--- src/rtl/scan_sequencer_pkg.sv ---
// rtl/scan_sequencer_pkg.sv - shared scan sequencer widths and dwell defaults
package scan_sequencer_pkg;

  localparam int DEFAULT_CODE_W = 1;
  localparam int DEFAULT_DWELL  = 4;

  // Dwell counter needs at least one bit even when DWELL is 1.
  function automatic int dcnt_width(input int dwell);
    return (dwell > 2) ? $clog2(dwell) : 1;
  endfunction

  localparam int DEFAULT_DCNT_W = dcnt_width(DEFAULT_DWELL);

endpackage

--- src/rtl/scan_sequencer_dwell_prescaler.sv ---
// rtl/scan_sequencer_dwell_prescaler.sv - dwell counter with terminal-count flag
module dwell_prescaler
  import scan_sequencer_pkg::*;
#(
  parameter int DWELL = DEFAULT_DWELL,
  parameter int CNT_W = dcnt_width(DWELL)
) (
  input  logic clock,
  input  logic reset,
  input  logic clear,
  input  logic enable,
  output logic tc
);

  localparam logic [CNT_W-1:0] LAST = CNT_W'(DWELL - 1);

  logic [CNT_W-1:0] dcnt;

  assign tc = (dcnt == LAST);

  always_ff @(posedge clock or posedge reset) begin
    if (reset) begin
      dcnt <= '0;
    end else if (clear) begin
      dcnt <= '0;
    end else if (enable) begin
      dcnt <= tc ? '0 : dcnt + CNT_W'(1);
    end
  end

endmodule

--- src/rtl/scan_sequencer.sv ---
// rtl/scan_sequencer.sv - registered select-code stepper feeding the one-hot decoders
module scan_sequencer
  import scan_sequencer_pkg::*;
#(
  parameter int CODE_W = DEFAULT_CODE_W,
  parameter int DWELL  = DEFAULT_DWELL
) (
  input  logic              clock,
  input  logic              reset,
  input  logic              enable,
  input  logic              load,
  input  logic [CODE_W-1:0] load_code,
  output logic [CODE_W-1:0] code,
  output logic              tick,
  output logic              wrap
);

  logic tc;

  dwell_prescaler #(
    .DWELL (DWELL),
    .CNT_W (dcnt_width(DWELL))
  ) u_prescaler (
    .clock  (clock),
    .reset  (reset),
    .clear  (load),
    .enable (enable),
    .tc     (tc)
  );

  // Load outranks the terminal count, so a coincident load never reports wrap.
  always_ff @(posedge clock or posedge reset) begin
    if (reset) begin
      code <= '0;
      tick <= 1'b0;
      wrap <= 1'b0;
    end else if (load) begin
      code <= load_code;
      tick <= 1'b1;
      wrap <= 1'b0;
    end else if (enable && tc) begin
      code <= code + CODE_W'(1);
      tick <= 1'b1;
      wrap <= &code;
    end else begin
      tick <= 1'b0;
      wrap <= 1'b0;
    end
  end

endmodule

--- config.mk ---
export PLATFORM = sky130hd
export DESIGN_NAME = scan_sequencer
export DESIGN_NICKNAME = d
export VERILOG_FILES = /design/src/rtl/scan_sequencer_pkg.sv /design/src/rtl/scan_sequencer_dwell_prescaler.sv /design/src/rtl/scan_sequencer.sv
export SDC_FILE = /design/constraint.sdc
export NUM_CORES = 1
export LEC_CHECK = 0
export CAP_MARGIN = 5
export CORE_AREA = 2 2 39 41
export DETAILED_ROUTE_END_ITERATION = 10
export DIE_AREA = 0 0 41 43
export PLACE_DENSITY = 0.33
export SYNTH_ARGS = -nofsm -noshare
export SYNTH_HDL_FRONTEND = slang
export SYNTH_SLANG_ARGS = --single-unit
--- constraint.sdc ---
create_clock -name clock -period 1.6 [get_ports clock]
set_clock_uncertainty 0.15 [all_clocks]
set_input_delay 0.32 -clock clock [delete_from_list [all_inputs] [get_ports clock]]
set_output_delay 0.32 -clock clock [all_outputs]
set_load 0.02 [all_outputs]
==> flow_summary.yaml <==
worst_setup_path:
  crit_chain: "dlygate4sd2_1"
  max_stage_delay_ps: 380
  worst_setup_path_end_kind: "primary output"
  critPathTopFamily: "flip-flops"
  r2r_cells: 3
  critical_path_class: "reg -> out"
  startpoint_type: "flop"
  worstPathArrival_ps: 940
  critPathSlowestCell: "dfrtp_1"
  r2r_setup_slack_ps: 240
  cp_num_buf_inv: 1
  crit_fanout: 3
  required_ps: 1130
  path_depth: 1
global_routing:
  overflow: 0
  grt_util_all_layers: 0.08241
  antenna_found_initial: 0
  grt_pass1_wl_um: 848
  grt_max_degree: 6
  grt_pass1_vias: 214
job:
  maxCapViolCount: 0
drt:
  drt_pass1_iterations: 5
  drt-total-wl_um: 499
  vias: 198
  ant_nets: 0
  drc: 0
  vias_per_cell: 4.125
  routedWlPerCell_um: 10.40
  first_iter_violations: 1
yosys:
  postSynthCellCount: 18
  synth_cell_type_count: 12
  ys_seq_area_frac: 0.5587
  ys_ff_latch: 5
  ys_warn_count: 0
  syn_area_um2: 224.0
  syn-num-nets: 24
  avgSynthCellArea_um2: 12.44
floorplan:
  start_util: 0.1618
  core_mm2: 0.001384
  ioPinCount: 8
  die_w_um: 41
  placement_rows: 14
  dieArea_mm2: 0.001763
  fp.dieH_um: 43
clocking:
  cts_resized: 3
  clockRootBuffer: "clkbuf_4"
  cts_setup_buffers: 0
  numCtsBuffers: 3
  cts_buffer_depth: 2
  path_clk_slew_ps: 40
  cts_tree: "done"
  clock-sinks: 5
  cts-hold-fix-buffers: 0
  htreeDepth: 1
  clock_latency_ps: 240
timing:
  period_share: 0.8796
  hold_viol: 0
  period_needed_ps: 1407
  rsz0062_at_grt: "no"
  relSlewSlack: 0.8659
  worstMarginPinSlew_ps: 201.0
  setup_viol: 0
  worst_hold_slack_ps: 128.4
  tns_ps: 0
  fmax_mhz: 710.5
  postLayoutSetupSlackWorst_ps: 192.6
  slew_viol_final: 0
power:
  p_leak_nw: 0.1758
  power_density_mw_per_mm2: 927.4
  peakVddDrop_mv: 0.3649
  total_power_mw: 0.3330
cells_and_area:
  fillerInstances: 153
  area_delta_synth_final_pct: 60.33
  layout-drive-gt1-share: 0.2188
  multi_input_area_um2: 95.09
  nNetsFinal: 39
  num_antenna_cells: 0
  regArea_um2: 125.1
placed_design:
  dp_hpwl_um: 411.7
  gp_congestion: 0.6615
  dpl_worst_slack_ps: -26.04
  io_buffers: 7
min_path:
  worst_hold_path_type: "in -> async"
status:
  status: "complete, no violations"
[area by class of cell]
type                       count  area share
sequential                     5      0.3484
multi-input combinational     12      0.2648
timing repair buffer          10      0.2474
clock buffer                   4     0.07317
tap                           16     0.05575
inverter                       1     0.01045
[routing by layer]
| layer | part of all wire | routed length [um] | up-vias | GRT usage |
|---|---|---|---|---|
| met4 | 0.0040 | 2 | 0 | 0.06000 |
| met1 | 0.39 | 197 | 92 | 0.07419 |
| met3 | 0.12 | 58 | 2 | 0.08377 |
| met2 | 0.48 | 240 | 11 | 0.1063 |
| met5 | 0 | 0 | - | 0 |
| li1 | - | - | 93 | - |
[final timing paths]
kind,startpoint,to
hold reg to reg,u_prescaler.dcnt[1],u_prescaler.dcnt[1]
hold / removal,reset,wrap
setup reg to reg,u_prescaler.dcnt[0],u_prescaler.dcnt[0]
max in group asynchronous,reset,code
setup / recovery,code,code
min in group clock,u_prescaler.dcnt[1],u_prescaler.dcnt[1]
[state kept, by name (all words and copies together), names as in the netlist]
name              count
u_prescaler.dcnt      2
code                  1
tick                  1
wrap                  1
[cells in the mapped netlist (all sizes together)]
master  count  share of area
or3b        1          0.039
nor2        1          0.017
a21oi       1          0.039
inv         1          0.017
a221o       1          0.045
dfrtp       5           0.56
nor2b       2          0.056
mux2i       1          0.045
and4bb      1          0.056
ha          1          0.056
nand2b      2          0.056
nand2       1          0.017
[power by group]
part / total [mW] / internal, mW / switching [mW]
combinational: 0.0484 / 0.0270 / 0.0214
sequential: 0.139 / 0.134 / 0.00410
clock: 0.146 / 0.0943 / 0.0518
[cell families after synthesis]
group / count (synthesis) / synth area share
buf+inv: 1 / 0.01674
fa+ha+maj: 1 / 0.05586
simple gates: 8 / 0.2402
flops: 5 / 0.5587
mux: 1 / 0.04469
compound gates: 2 / 0.08381
[cell usage in the layout, fill, tap and decap left out, drive strengths merged]
cell type / netlist / routed
buf: 0 / 3
dfrtp: 5 / 5
or3b: 1 / 1
a21oi: 1 / 1
ha: 1 / 1
inv: 1 / 1
nor2b: 2 / 2
clkbuf: 0 / 4
a221o: 1 / 1
and4bb: 1 / 1
nand2: 1 / 1
mux2i: 1 / 1
dlygate4sd2: 0 / 3
clkdlybuf4s50: 0 / 4
nor2: 1 / 1
nand2b: 2 / 2
[through the flow]
| stage | util | area, um^2 | cells |
|---|---|---|---|
| floorplan | - | 224.0 | 18 |
| global placement | 0.2432 | 336.6 | 44 |
| detailed placement | 0.2432 | 336.6 | 44 |
| CTS | 0.2595 | 359.1 | 48 |
| global route | 0.2595 | 359.1 | 48 |
| finish | 0.2595 | 359.1 | 48 |
Power figures use the tool's default switching activity.
